<file path="src/rtl/div_issue_ctrl.sv">
// Execute-stage controller for the multi-cycle divider: accepts DIV/DIVU
// requests, issues a one-cycle op pulse, commits the result to HI/LO,
// and handles MTHI/MTLO, flush cancellation and a timeout watchdog.
module div_issue_ctrl #(
    parameter int TIMEOUT_CYCLES = 40,
    localparam int CNT_W = $clog2(TIMEOUT_CYCLES + 1)
) (
    input  logic        clk,
    input  logic        resetn,
    input  logic        req_valid,
    input  logic        req_signed,
    input  logic [31:0] req_dividend,
    input  logic [31:0] req_divisor,
    output logic        req_ready,
    input  logic        flush,
    output logic        busy,
    input  logic        mthi_valid,
    input  logic        mtlo_valid,
    input  logic [31:0] mt_wdata,
    output logic [1:0]  div_op,
    output logic [31:0] div_dividend,
    output logic [31:0] div_divisor,
    input  logic [63:0] div_result,
    input  logic        div_done,
    output logic [31:0] hi,
    output logic [31:0] lo,
    output logic        err_timeout
);

    typedef enum logic [1:0] {
        S_IDLE,
        S_ISSUE,
        S_WAIT
    } state_t;

    state_t             state_q;
    state_t             state_d;
    logic               div_signed_q;
    logic               cancel_q;
    logic [CNT_W-1:0]   wd_q;

    logic accept;
    logic wd_hit;
    logic wait_exit;
    logic capture;

    // req_ready is produced by the output process; accept only in IDLE.
    assign accept    = req_valid & req_ready;
    // Watchdog fires at the end of the TIMEOUT_CYCLES-th WAIT cycle without done.
    assign wd_hit    = (state_q == S_WAIT) & ~div_done &
                       ((wd_q + CNT_W'(1)) == CNT_W'(TIMEOUT_CYCLES));
    assign wait_exit = (state_q == S_WAIT) & (div_done | wd_hit);
    assign capture   = (state_q == S_WAIT) & div_done & ~cancel_q;

    // State register.
    always_ff @(posedge clk or negedge resetn) begin
        // NOTE: sequential state is always written with non-blocking assignments
        // so every flop samples the pre-edge values regardless of block order.
        if (!resetn) state_q <= S_IDLE;
        else         state_q <= state_d;
    end

    // Next-state logic: the divider is never re-issued while it is counting,
    // so a flushed divide still drains through WAIT until done.
    always_comb begin
        // NOTE: default assignment first keeps this block free of inferred latches.
        state_d = state_q;
        case (state_q)
            S_IDLE:  if (accept) state_d = S_ISSUE;
            S_ISSUE: state_d = S_WAIT;
            S_WAIT:  if (div_done || wd_hit) state_d = S_IDLE;
            default: state_d = S_IDLE;
        endcase
    end

    // Output logic: handshake, stall and the single-cycle op pulse.
    always_comb begin
        req_ready = 1'b0;
        busy      = 1'b0;
        div_op    = 2'b00;
        case (state_q)
            S_IDLE: begin
                // flush suppresses acceptance, so it wins over a same-cycle request.
                req_ready = div_done & ~flush;
                busy      = req_valid & div_done & ~flush;
            end
            S_ISSUE: begin
                busy   = ~cancel_q;
                div_op = div_signed_q ? 2'b10 : 2'b01;
            end
            S_WAIT:  busy = ~cancel_q;
            default: ;
        endcase
    end

    // Operand and sign latch on acceptance; these drive the divider directly.
    always_ff @(posedge clk or negedge resetn) begin
        if (!resetn) begin
            div_dividend <= '0;
            div_divisor  <= '0;
            div_signed_q <= 1'b0;
        end else if (accept) begin
            div_dividend <= req_dividend;
            div_divisor  <= req_divisor;
            div_signed_q <= req_signed;
        end
    end

    // Cancel flag: set by a flush while a divide is in flight, cleared when WAIT exits.
    always_ff @(posedge clk or negedge resetn) begin
        if (!resetn)                            cancel_q <= 1'b0;
        else if (wait_exit)                     cancel_q <= 1'b0;
        else if (flush && state_q != S_IDLE)    cancel_q <= 1'b1;
    end

    // Watchdog counter: cleared in ISSUE, counts WAIT cycles.
    always_ff @(posedge clk or negedge resetn) begin
        if (!resetn)                   wd_q <= '0;
        else if (state_q == S_ISSUE)   wd_q <= '0;
        else if (state_q == S_WAIT)    wd_q <= wd_q + CNT_W'(1);
    end

    // Sticky timeout error, cleared only by reset.
    always_ff @(posedge clk or negedge resetn) begin
        if (!resetn)     err_timeout <= 1'b0;
        else if (wd_hit) err_timeout <= 1'b1;
    end

    // HI/LO: a committed divide result takes priority over MTHI/MTLO.
    always_ff @(posedge clk or negedge resetn) begin
        if (!resetn) begin
            hi <= '0;
            lo <= '0;
        end else if (capture) begin
            hi <= div_result[63:32];
            lo <= div_result[31:0];
        end else begin
            if (mthi_valid) hi <= mt_wdata;
            if (mtlo_valid) lo <= mt_wdata;
        end
    end

endmodule

</file>
<file path="config.mk">
export PLATFORM = sky130hd
export DESIGN_NAME = div_issue_ctrl
export DESIGN_NICKNAME = d
export VERILOG_FILES = /design/src/rtl/div_issue_ctrl.sv
export SDC_FILE = /design/constraint.sdc
export NUM_CORES = 1
export LEC_CHECK = 0
export CAP_MARGIN = 10
export CORE_MARGIN = 2
export CORE_UTILIZATION = 30
export CTS_CLUSTER_DIAMETER = 200
export CTS_CLUSTER_SIZE = 8
export DETAILED_ROUTE_END_ITERATION = 10
export RECOVER_POWER = 50
export SETUP_SLACK_MARGIN = 0.02
export SYNTH_ARGS = -nofsm -noshare
export SYNTH_HDL_FRONTEND = slang
export SYNTH_SLANG_ARGS = --single-unit
</file>
<file path="constraint.sdc">
create_clock -name clk -period 2.3 [get_ports clk]
set_clock_uncertainty 0.05 [all_clocks]
set_input_delay 0.46 -clock clk [delete_from_list [all_inputs] [get_ports clk]]
set_output_delay 0.46 -clock clk [all_outputs]
set_load 0.05 [all_outputs]
</file>
[After elaboration in Yosys (flattened, before gate mapping)]
Index checks and enable logic that the tools add are counted.
Cells by class
  multiplexer cells: 15
  add/sub/neg operators: 1
  equal/unequal tests: 5
  reduce and logical (&&, ||, !) cells: 10
  bitwise operators: 13
Operators by type and width (number)
  $mux 32: 4
  $mux 6: 2
  $reduce_bool 2->1: 5
  $and 1x1->1: 9
  $mux 2: 4
  $add 6x1->6 const B: 1
  $eq 6x6->1 const B: 1
  $pmux 2 s3: 1
  $mux 1: 3
  $not 1->1: 3
  $eq 2x1->1 const B: 1
  $eq 2x2->1 const B: 1
  $logic_not 2->1: 1
  $ne 2x1->1 const B: 1
  $ne 2x2->1 const B: 1
  $pmux 1 s2: 1
  $reduce_and 2->1: 1
  $reduce_or 2->1: 1
  $logic_and 1x1->1: 1
  $logic_or 1x1->1: 1
  $or 1x1->1: 1
Word-level totals
  output and inout port bits: 133
  input bits: 168
  word-level logic and storage cells: 53
  register bits after elaboration: 139

[Depth between registers and ports, before layout]
Gate-level depths: netlist of run 1.
  depth after elaboration: 6
  gate-level depth with buffers: 8
  gate-level depth less buffers: 7

[Least setup slack after synthesis of run 1]
OpenSTA, ideal clock, no wires.
  path type: register to output
  start point: register state_q[0]
  end point: output busy
  arrival time: 2.555 ns
  required time: 1.790 ns
  path slack: -0.765 ns
  buffers on the path: 2
  cell stages (with the launch flop): 8
  cells stage by stage: dfrtp_1 > inv_1 > ha_1 > and3b_1 > nand2_1 > clkbuf_1 > buf_2 > a21oi_1
On the way
  longest elaborated chain between the ends: 3
  elaborated cells on any way between the ends: 5
  those cells by class: eq/ne (2); mux (1); reduce/logical (2)
RTL lines
  start: declaration: line 36  | state_t state_q;
  start signal: assignment: line 60  | else state_q <= state_d;
  $eq 2x2->1 or $eq 2x1->1 (tied branches): line 81  | case (state_q)
  $reduce_or 2->1 (no source line)
  $pmux 1 s2 (*): line 81
  end: declaration: line 16  | output logic busy,
Mark *: on every way between the ends. The rest lies on a longest branch, timed or not.

[Final worst setup path of run 1]
  start point: register state_q[1]
  end point: output busy
The elaborated chain is that of the path after synthesis.

==> results of run 1 <==
-- repair_timing --
item                                    CTS  global route
endpoints found under the setup margin    1             4
buffers inserted                          1             3
cloned                                    0             0
hold buffers                              1             0
resized for setup                         2             2
pin swaps                                 1             3
endpoints found under the hold margin    26             0
-- layout make-up --
cell class / count / share of cell area
repair buffers: 320 / 0.3243
clock inverters: 14 / 0.01586
inverters: 6 / 0.002248
well taps: 265 / 0.03309
multi-input cells: 304 / 0.2345
flip-flops and latches: 139 / 0.3472
clock buffers: 18 / 0.04283
-- cells by family (layout without fill, tap and decap cells) --
logic type | Yosys count | after routing | share of synthesized area
DFF | 139 | 139 | 0.5864
muxes | 133 | 133 | 0.2396
and+or+nand+nor | 86 | 86 | 0.06307
AOI/OAI and AO/OA | 76 | 76 | 0.07045
buffers and inverters | 36 | 358 | 0.02341
adders and majority gates | 6 | 6 | 0.01266
xor gates and xnor gates | 3 | 3 | 0.004430
-- metrics by stage --
step                instance area [sq um]  hold slack, ps
floorplan                            5966           114.4
global placement                     9412           315.0
detailed placement                   9412           313.1
CTS                                 10030           438.2
global route                        10020           455.6
finish                              10020           428.5
-- cells in the final DEF, fill, tap and decap left out, drive strengths merged --
cell type      instances
nand2b                 4
bufinv                 2
inv                   12
o21ai                  5
nor2                  66
xor2                   1
mux2i                 64
or3b                   1
or2                    1
and3b                  1
dfrtp                139
xnor2                  2
o21a                   1
nand3b                 2
clkinvlp               2
nand2                  4
nand3                  3
clkinv                 4
and2                   1
nor2b                  2
dlygate4sd3            1
buf                   21
ha                     6
o2bb2a                 1
a2111oi                1
o22ai                  2
clkbuf                23
a21oi                 66
or3                    1
mux2                  69
clkdlybuf4s50        293
-- per-layer routing --
layer  global-route usage  share of wire  wire length, um  vias up
met4              0.06336          0.018              328        0
met5                    0              0                0        -
met1               0.1932           0.39             7017     2326
met3              0.07715           0.11             1976       21
li1                     -              -                -     2285
met2               0.2806           0.48             8572      212
-- critical path, stage by stage (launching register included) --
cell and delay, ps:
dfrtp_1 430, inv_2 100, ha_4 150, and3b_2 230, nand2_4 90, a21oi_4 150
buf_12 150
-- worst max path at each step --
stage,startpoint,slack (ps),end
6_report,state_q[1],90,busy
5_1_grt,state_q[1],10,busy
4_1_cts,state_q[1],3,div_op[0]
3_5_place_dp,div_done,-170,state_q[1]
3_3_place_gp,div_done,-140,state_q[1]
2_1_floorplan,state_q[1],1,busy
-- state kept, by name (all words and copies together), names as in the netlist --
name,flops
cancel_q,1
div_dividend,32
err_timeout,1
hi,32
div_signed_q,1
div_divisor,32
state_q,2
lo,32
wd_q,6
-- power groups by stage --
stage,sequential [uW],combinational [uW],clock (uW)
6_report,3850,6850,2740
5_1_grt,3970,7160,2940
4_1_cts,3860,6890,2820
3_5_place_dp,3880,6830,0
3_3_place_gp,3850,6780,0
2_1_floorplan,6790,1310,0
==> impl_summary.md, run 1 <==
Floorplanning
The die covers 0.02091 sq mm. The horizontal die dimension is 144.6 um. In this run the standard cell core region covers 0.01946 sq mm.

During I/O placement, the number of pins put on the boundary was 301. The initialized floorplan defines 51 standard-cell rows. The height of the die is 144.6 um.

For this configuration, the core starts out at a cell density of 0.3048.

Timing
The accumulated negative setup slack is 0 ps. Setup repair after global routing left no endpoint under its margin. The max-slew violation total from the final report is 0.

Setup slack on the critical path of the routed design comes to 86.34 ps. The maximum clock rate is 451.7 MHz. Setup violations remaining at the end of the flow were counted as 0.

The post-route clock period utilization is 0.9625. The measured slew at the worst slew-check pin is 766.3 ps. The final count of hold timing violations is 0. The shortest clock period the worst path allows after layout is 2214 ps. Headroom to the max-slew limit came out at 0.4891.

Layout
For this run, the share of the core covered by cells in the final layout is 0.5148. Relative to the synthesized area, the layout overhead comes to 68.91%. The sequential cell area is 0.003478 sq mm. At the end of the flow, the number of nets in the layout was 962. Once layout is complete, the cells apart from fillers number 1066. Fill cells in the final layout number 1685. The number of antenna diodes in the final layout is 0.

The layout cell share with drive strength beyond 1 is 0.1723. The combined area of the multi-input logic cells is 0.002350 sq mm.

Placed design
The placement-stage worst setup slack is -170.3 ps. Routability-driven placement finished with a final weighted congestion of 0.7625. Once detailed placement completed, the half-perimeter wirelength came to 13.13 mm. The number of buffers added on ports is 300.

Once placement completed, the tool counted placed cells totaling 1029.

Power and ir drop
The part of the power in registers is 0.287. The net switching power is 5882 uW. The net switching fraction of the power is 0.4376. Dividing total power by cell area gives a power density of 1342 mW/mm^2. The worst supply voltage drop on vdd is 0.7963 mV. The cell-internal power is 7560 uW. The overall power consumption is 13440 uW. Of the total power, the clock network draws 0.204. The leakage power is 0.004319 uW. Of the total power, combinational logic draws 0.510.

Clocking
The maximum number of buffers from clock root to sink is 2. The H-tree was split into 4 levels. The clock drives 139 sinks. The later pin in the worst-skew pair is clocked with a latency of 410 ps. The clock tree from TritonCTS is done. The tree is rooted in a clkbuf_16. The TritonCTS buffer count is 17. The clock slew at the register clock pins of the worst setup and hold paths is 60 ps.

Min path
The kind of path behind the tightest hold check is register to register. The worst hold path begins at err_timeout. Counting instances, the worst hold path has a depth of 1. The worst min-delay path endpoint is err_timeout.

Synthesis
In the synthesized netlist the dominant register cell turns out to be dfrtp_1. By area the synthesized netlist is led by dfrtp_1, mux2_2, mux2i_1. The largest total area in the synthesized netlist belongs to dfrtp_1. When the netlist entered floorplanning its net count stood at 653. The unique cell type count in the Yosys netlist is 29.

The mean instance size in the synthesized netlist is 12.38 sq um. In the synthesized netlist, the cells that appear most often are dfrtp_1, mux2_2, a21oi_1, nor2_1, mux2i_1. The number of register bits inferred by synthesis is 139. In the synthesized netlist, the number of instances is 479. For this run, the register share of the synthesized area comes to 0.5864. In this run the cell area of the synthesized design comes to 0.005932 sq mm. Of all flip-flops after synthesis, the portion carrying an async set or reset was 1.000. Of the post-synthesis cell area, the dominant cell type holds 0.5864. During synthesis, Yosys emitted a total of 0 warnings.

The number of enable-type register cells in the synthesized netlist is 0. The most common cell in the netlist is dfrtp_1.

Drt
The first detailed-routing pass ran for 6 iterations. Once detail routing completed, the nets flagged for antenna violations numbered 0. After detailed routing, the average wire length per cell comes to 16.79 um. The total number of vias is 4844. In the routed layout, each cell is associated on average with a via count of 4.544. The routed design has 17.89 mm of wire.

The DRC violation count after routing is 0. The iteration-0 DRC count of the detailed router is 134.

Global route
The number of antenna violations at the first check in global routing is 0. The global-route wire length before repair is 27.05 mm. The via count of the first global-routing pass is 5209.

The total track usage is 0.1698. Entering global routing, the biggest net connects 58 pins. The global-route congestion overflow total is 0.

Worst setup path
The startpoint of the lowest-slack register-to-register path is wd_q[1]. The kind of critical path is register to output port. The worst register-to-register path has a depth of 6.

The worst setup path is launched from a register. The slack of the worst reg-to-reg path is 200 ps. The arrival time at the worst endpoint is 1700 ps. In this run the worst path has a maximum fanout of 5. STA classifies the critical path endpoint as an output port. Data on the critical path is required at its endpoint by 1790 ps.

The worst register-to-register path ends at state_q[1].

Flow run
The tool flagged a number of max-cap violations equal to 0.

Run status
The run finished with clean final reports.
No activity file was read; power rests on OpenSTA's default activity.
==> run 2: changes to the inputs <==
ABC_AREA = 1   (was default)
==> run 2 against run 1 <==
Non-clock buffer count up 1; count of clock-buffer cells in the layout up 1; critical path depth unchanged; flip-flop and latch count unchanged; maximum frequency down 0.92%; synthesized area up 2.0%; largest power group unchanged; register-to-register slack about the same; via count up 12%; critical endpoint unchanged; combinational power down 7.3%; utilization down 0.36 points; cell area up 0.27%; total power down 4.7%; highest routed layer unchanged.
==> impl_summary.md, run 2 <==
Min path
The tightest min-delay check is of the input port to async pin type.

Clocking
The H-tree level count is 4 (unchanged). CTS placed an instance of clkbuf_16 at the clock tree root. The clock insertion delay at the later pin of the skew report is 410 ps (about the same). The clock net sink count is 139 (unchanged). The TritonCTS buffer count was 17 (unchanged). TritonCTS built the clock tree.

The maximum number of buffers from clock root to sink is 2 (unchanged). The clock slew at the register clock pins of the worst setup and hold paths is 70 ps (about the same).

Timing
The shortest clock period the worst path allows after layout is 2234 ps (+20.60 ps). The measured slew at the worst slew-check pin was 1189 ps (+422.5 ps). Setup repair after global routing could not meet its margin everywhere. The accumulated negative setup slack came to 0 ps (unchanged). The setup-violating endpoint count in the final report is 0 (unchanged). The final count of hold timing violations is 0 (unchanged). The worst hold slack is 408.6 ps (-19.85 ps). The worst slew margin relative to its limit is 0.2075 (-0.2817). The max-slew violation total from the final report is 0 (unchanged).

The maximum clock rate was 447.6 MHz (-0.92%). The post-route clock period utilization is 0.9714 (+0.008958).

Layout
The utilization after layout was 0.5112 (-0.003614). The most common cell after layout, fill and taps aside is clkdlybuf4s50_1. In the layout the commonest cells are clkdlybuf4s50_1, nand2_1, dfrtp_1. The count of fill cells added during filler insertion is 1886 (+12%). The layout cell share with drive strength beyond 1 is 0.1364 (-0.03587). The antenna diode instance count was 0 (unchanged). The final cell count without fillers is 1218 (+14%). The number of nets in the layout is 1114 (+16%). The final design instance area without fill came to 0.01005 sq mm (+0.27%). The layout-stage area growth over the synthesis result is 66.05%.

Global route
The total track usage was 0.1891 (+0.01932). The global-route congestion overflow total is 0 (unchanged). The number of antenna violations at the first check in global routing came to 1 (+1).

The via count of the first global-routing pass is 5525 (+6.1%). The largest net degree at the start of global routing is 68 (+17%). The global-route wire length before repair is 31.36 mm (+16%).

Synthesis
The fraction of synthesized area in multiplexers is 0.1210 (-0.1186). The number of standard cells after synthesis was 631 (+32%). The share of the synthesized netlist area taken by xor and xnor gates is 0.001447 (-0.002982). The number of nets in the synthesized netlist was 805 (+23%). The mean instance size in the synthesized netlist was 9.589 sq um (-23%). The area share of the largest cell type after synthesis was 0.5749 (-0.01152). The number of register bits inferred by synthesis is 139 (unchanged). The count of synthesis-stage warnings from yosys is 0 (unchanged). The most common cell in the netlist is nand2_1. The register area share after synthesis came to 0.5749 (-0.01152). The number of enable-type register cells in the synthesized netlist is 0 (unchanged). The adder and majority gate portion of the synthesized area is 0.01241 (-0.0002486). The fraction of the mapped netlist area in compound gates is 0.009305 (-0.06114). The netlist area before placement is 0.006051 sq mm (+2.0%). The largest family of logic cells by synthesized area is simple AND/OR/NAND/NOR gates.

The synthesized design spends more area on one cell type than any other, namely dfrtp_1. The prevailing post-synth register cell is dfrtp_1. The share of async-settable or async-resettable flops after synthesis was 1.000 (unchanged). Ranked by total cell area, the synthesized netlist is headed by dfrtp_1, nand2_1, mux2_2.

The unique cell type count in the Yosys netlist came to 22 (-24%). The post-synthesis share of cell area spent on and, or, nand and nor gates is 0.2237 (+0.1607). The commonest cells after synthesis are nand2_1, dfrtp_1, nand3_1, mux2_2, inv_1.

Power and ir drop
The worst supply voltage drop on vdd is 0.7581 mV (-4.8%). The leakage power is 0.004532 uW (+4.9%). The areal power density over the cells was 1275 mW/mm^2 (-5.0%).

Floorplanning
The floorplan row count came to 51 (unchanged). The core area came to 0.01965 sq mm (+0.98%). The count of boundary I/O pins is 301 (unchanged). The die footprint is 0.02132 sq mm (+2.0%). The horizontal die dimension came to 146.0 um (+0.97%). The height of the die is 146.0 um (+0.97%).

The initial core utilization is 0.3079 (+0.003079).

Placed design
The post-placement cell area is 0.009477 sq mm (+0.69%). The number of buffers added on ports is 300 (unchanged). The post-placement cell count is 1180 (+15%). The global placement routability congestion was 0.8240 (+8.1%). The placed wire-length estimate is 14.32 mm (+9.0%).

Worst setup path
STA classifies the critical path endpoint as an output port. The slack of the worst reg-to-reg path is 190 ps (about the same). The worst register-to-register path ends at lo[27]. The element type at the critical path start is a register. The critical path is of the register to output port type. The arrival time at the worst endpoint came to 1720 ps (+20 ps).

The cell depth of the worst flop-to-flop path is 9 (+3). The critical path data required time is 1790 ps (about the same). The startpoint identified for the worst register-to-register timing path is state_q[1].

The highest fanout seen on the critical path is 2 (-3).

Drt
The via count normalized by instance count came to 4.473 (-1.6%). The final routed wire length divided by cell count was 16.30 um (-2.9%). The iteration-0 DRC count of the detailed router is 164 (+22%). The DRC violation count after routing came to 0 (unchanged). The count of antenna-violating nets left after detailed routing is 0 (unchanged). The total number of vias is 5448 (+12%).

The total wire length is 19.85 mm (+11%). The count of TritonRoute iterations in the first routing pass was 4 (-2).

Run status
The run finished with clean final reports.

Flow run
The number of max-cap violations is 0 (unchanged).
[run 2: per-layer routing]
layer	vias up	share of wire	track usage	wire length, um
met5	-	0	0	0
met3	22	0.096	0.07438	1911
met1	2561	0.42	0.2328	8321
met2	243	0.47	0.3068	9316
met4	0	0.015	0.05874	301
li1	2622	-	-	-
[run 2: worst max-delay path by stage]
stage | start | end | slack [ps] | cells past startpoint
6_report | state_q[1] | busy | 70 | 6
5_1_grt | state_q[1] | busy | 4 | 6
3_3_place_gp | div_done | hi[31] | 180 | 8
4_1_cts | state_q[0] | busy | 60 | 7
3_5_place_dp | div_done | hi[10] | 170 | 8
2_1_floorplan | state_q[0] | busy | 30 | 8
[run 2: logic make-up after synthesis]
group                      Yosys count
and+or+nand+nor                    331
DFF                                139
buffers and inverters               79
muxes                               65
AOI/OAI and AO/OA                   10
adders and majority gates            6
xor gates and xnor gates             1
[run 2: power by group]
part / total, uW / switching (uW) / internal (uW) / leakage, uW
Clock: 2720 / 1150 / 1580 / 0.000292
Sequential: 3730 / 457 / 3270 / 0.00168
Combinational: 6350 / 4040 / 2310 / 0.00256
Total: 12800 / 5650 / 7160 / 0.00453
[run 2: what timing repair did]
action                                  in CTS  in global routing
gates cloned                                 0                  0
hold buffers                                 1                  0
pin swaps                                    2                  4
buffers inserted                             3                  2
endpoints found under the hold margin       22                  0
endpoints found under the setup margin       1                  1
resized for setup                            3                  3
[run 2: layout make-up]
| cell class | instances | area, sq um | share of cell area |
|---|---|---|---|
| well taps | 265 | 331.6 | 0.03300 |
| multi-input cells | 413 | 2265 | 0.2254 |
| repair buffers | 321 | 3209 | 0.3194 |
| inverters | 48 | 180.2 | 0.01793 |
| clock inverters | 13 | 130.1 | 0.01295 |
| clock buffers | 19 | 452.9 | 0.04508 |
| flip-flops and latches | 139 | 3478 | 0.3462 |
[run 2: critical path, stage by stage (launching register included)]
cell and delay, ps:
dfrtp_1 380, inv_2 70, ha_4 270, inv_2 30
or2_4 250, a21oi_4 160, buf_12 150
[run 2: through the flow]
stage | power [uW] | setup WS (ps)
floorplan | 7655 | 29.45
global placement | 10040 | 183.2
detailed placement | 10080 | 171.6
CTS | 12950 | 58.65
global route | 13410 | 4.209
finish | 12810 | 65.74
==> run 3: changes to the inputs <==
RECOVER_POWER = default   (was 50)
==> run 3 against run 2 <==
Register-to-register slack better by 290 ps; first-iteration DRC count is 7.3% lower; cell count stayed put; utilization is 0.41 points higher; global-route usage stayed put; critical path type unchanged; largest cell class unchanged; clock power hardly changed; worst setup slack hardly changed; via count hardly changed.
==> impl_summary.md, run 3 (synthesis gave the netlist of run 2 again) <==
Timing
The max-slew violation total from the final report came to 0 (unchanged). The shortest clock period the worst path allows after layout is 2234 ps (-0.2109 ps). The worst slew margin relative to its limit is 0.5916 (+0.3841). Setup repair after global routing could not meet its margin everywhere. The final critical-path setup slack is 65.95 ps (+0.2109 ps). The measured slew at the worst slew-check pin was 610.7 ps (-578.1 ps). The maximum clock rate is 447.6 MHz (about the same). The post-route clock period utilization is 0.9713 (about the same). The accumulated negative setup slack is 0 ps (unchanged). The final count of hold timing violations is 0 (unchanged). The setup-violating endpoint count in the final report came to 0 (unchanged).

Placed design
The post-placement cell count is 1180 (unchanged). The global placement routability congestion is 0.8240 (unchanged). The post-placement cell area came to 0.009477 sq mm (unchanged).

The placed wire-length estimate is 14.32 mm (unchanged). The number of buffers added on ports was 300 (unchanged). The placement-stage worst setup slack is 171.6 ps (unchanged).

Layout
From synthesis to final layout, the design area changed by 67.37%. In the layout the commonest cells are clkdlybuf4s50_1, nand2_1, dfrtp_1. The layout cell share with drive strength beyond 1 is 0.1417 (+0.005247). The final cell count without fillers is 1218 (unchanged). The antenna diode instance count is 0 (unchanged).

Leaving out fill and tap cells, the most frequent cell in the layout is clkdlybuf4s50_1. The final design instance area without fill was 0.01013 sq mm (+0.80%). The number of nets in the layout is 1114 (unchanged).

Worst setup path
The critical path data required time is 1790 ps (about the same). The highest fanout seen on the critical path is 2 (unchanged). The arrival time at the worst endpoint is 1720 ps (about the same).

The cell depth of the worst flop-to-flop path is 9 (unchanged). The worst register-to-register path ends at hi[15]. The worst setup path is launched from a register.

The critical path in this run is classified as register to output port. The slack of the worst reg-to-reg path is 480 ps (+290 ps). In this run the critical register-to-register path is launched from state_q[1]. The worst setup path is captured at an output port.

Global route
The global-route congestion overflow total came to 0 (unchanged). The largest net degree at the start of global routing came to 68 (unchanged). The total track usage is 0.1891 (unchanged). The global-route wire length before repair is 31.36 mm (unchanged). The number of antenna violations at the first check in global routing came to 1 (unchanged). The via count of the first global-routing pass is 5525 (unchanged).

Floorplanning
The initial core utilization is 0.3079 (unchanged). The die footprint is 0.02132 sq mm (unchanged). The height of the die is 146.0 um (unchanged).

The core area is 0.01965 sq mm (unchanged). The count of boundary I/O pins came to 301 (unchanged). The horizontal die dimension is 146.0 um (unchanged).

The floorplan row count is 51 (unchanged).

Clocking
The clock slew at the register clock pins of the worst setup and hold paths is 70 ps (about the same). The tree is rooted in a clkbuf_16. The maximum number of buffers from clock root to sink is 2 (unchanged).

The clock insertion delay at the later pin of the skew report came to 410 ps (about the same). The H-tree level count came to 4 (unchanged). The TritonCTS buffer count is 17 (unchanged).

TritonCTS built the clock tree. The clock net sink count is 139 (unchanged).

Power and ir drop
The worst supply voltage drop on vdd is 0.7643 mV (+0.81%). The leakage power is 0.004570 uW (+0.84%). The overall power consumption is 12850 uW (+0.37%). The areal power density over the cells is 1269 mW/mm^2 (-0.43%).

Drt
The DRC violation count after routing is 0 (unchanged). The total number of vias is 5451 (+0.055%). The final routed wire length divided by cell count is 16.31 um (about the same). The iteration-0 DRC count of the detailed router came to 152 (-7.3%). The via count normalized by instance count came to 4.475 (about the same). The count of antenna-violating nets left after detailed routing came to 0 (unchanged). The total wire length was 19.87 mm (about the same). The count of TritonRoute iterations in the first routing pass came to 7 (+3).

Run status
The run finished with clean final reports.

Flow run
The number of max-cap violations is 0 (unchanged).

Min path
The kind of path behind the tightest hold check is input port to async pin.
[run 3: cell count changes in the layout (fill, tap and decap cells not counted)]
cell	previous run	this run
nor2_1	38	37
clkbuf_4	2	0
buf_4	9	15
clkbuf_1	4	0
clkbuf_2	1	0
nor2_2	1	2
buf_12	6	11
buf_2	2	0
buf_6	3	1
[run 3: metrics by stage]
stage / hold slack (ps) / utilization
6_report: 417.2 / 0.5153
5_1_grt: 429.5 / 0.5153
4_1_cts: 414.8 / 0.5143
3_5_place_dp: 295.9 / 0.4822
3_3_place_gp: 295.3 / 0.4822
2_1_floorplan: 114.4 / -
[run 3: area by class of cell]
class / instances / area [sq um]
multi-input cells: 413 / 2267
fillers: 1875 / 9527
clock inverters: 13 / 130.1
repair buffers: 321 / 3287
well taps: 265 / 331.6
clock buffers: 19 / 452.9
flip-flops and latches: 139 / 3478
inverters: 48 / 180.2
[run 3: worst max-delay path by stage]
| stage | from | end | slack [ps] | depth (start not counted) |
|---|---|---|---|---|
| 6_report | state_q[1] | busy | 70 | 6 |
| 5_1_grt | state_q[1] | busy | 0.6 | 6 |
| 4_1_cts | state_q[0] | busy | 60 | 7 |
| 3_5_place_dp | div_done | hi[10] | 170 | 8 |
| 3_3_place_gp | div_done | hi[31] | 180 | 8 |
| 2_1_floorplan | state_q[0] | busy | 30 | 8 |
[run 3: layer usage]
| layer | share of wire | wire length [um] | global-route usage | up-vias |
|---|---|---|---|---|
| met4 | 0.015 | 299 | 0.05874 | 0 |
| met3 | 0.096 | 1903 | 0.07438 | 21 |
| met5 | 0 | 0 | 0 | - |
| met1 | 0.42 | 8370 | 0.2328 | 2574 |
| li1 | - | - | - | 2618 |
| met2 | 0.47 | 9295 | 0.3068 | 238 |
[run 3: worst max-delay path, stage by stage (launching register included)]
cell and delay [ps]:
dfrtp_1 380, inv_2 70, ha_4 270, inv_2 30, or2_4 250, a21oi_4 160, buf_12 150
[run 3: power by group]
part	internal (uW)	switching [uW]	total [uW]	leakage [uW]
sequential	3270	457	3730	0.00168
combinational	2350	4050	6390	0.00260
clock	1580	1150	2730	0.000292
total	7200	5660	12900	0.00457
[run 3: timing repair]
item / CTS / global route
pin swaps: 2 / 4
resized for setup: 3 / 3
endpoints found under the setup margin: 1 / 1
hold buffers: 1 / 0
buffers inserted: 3 / 2
hold endpoints to repair: 22 / 0
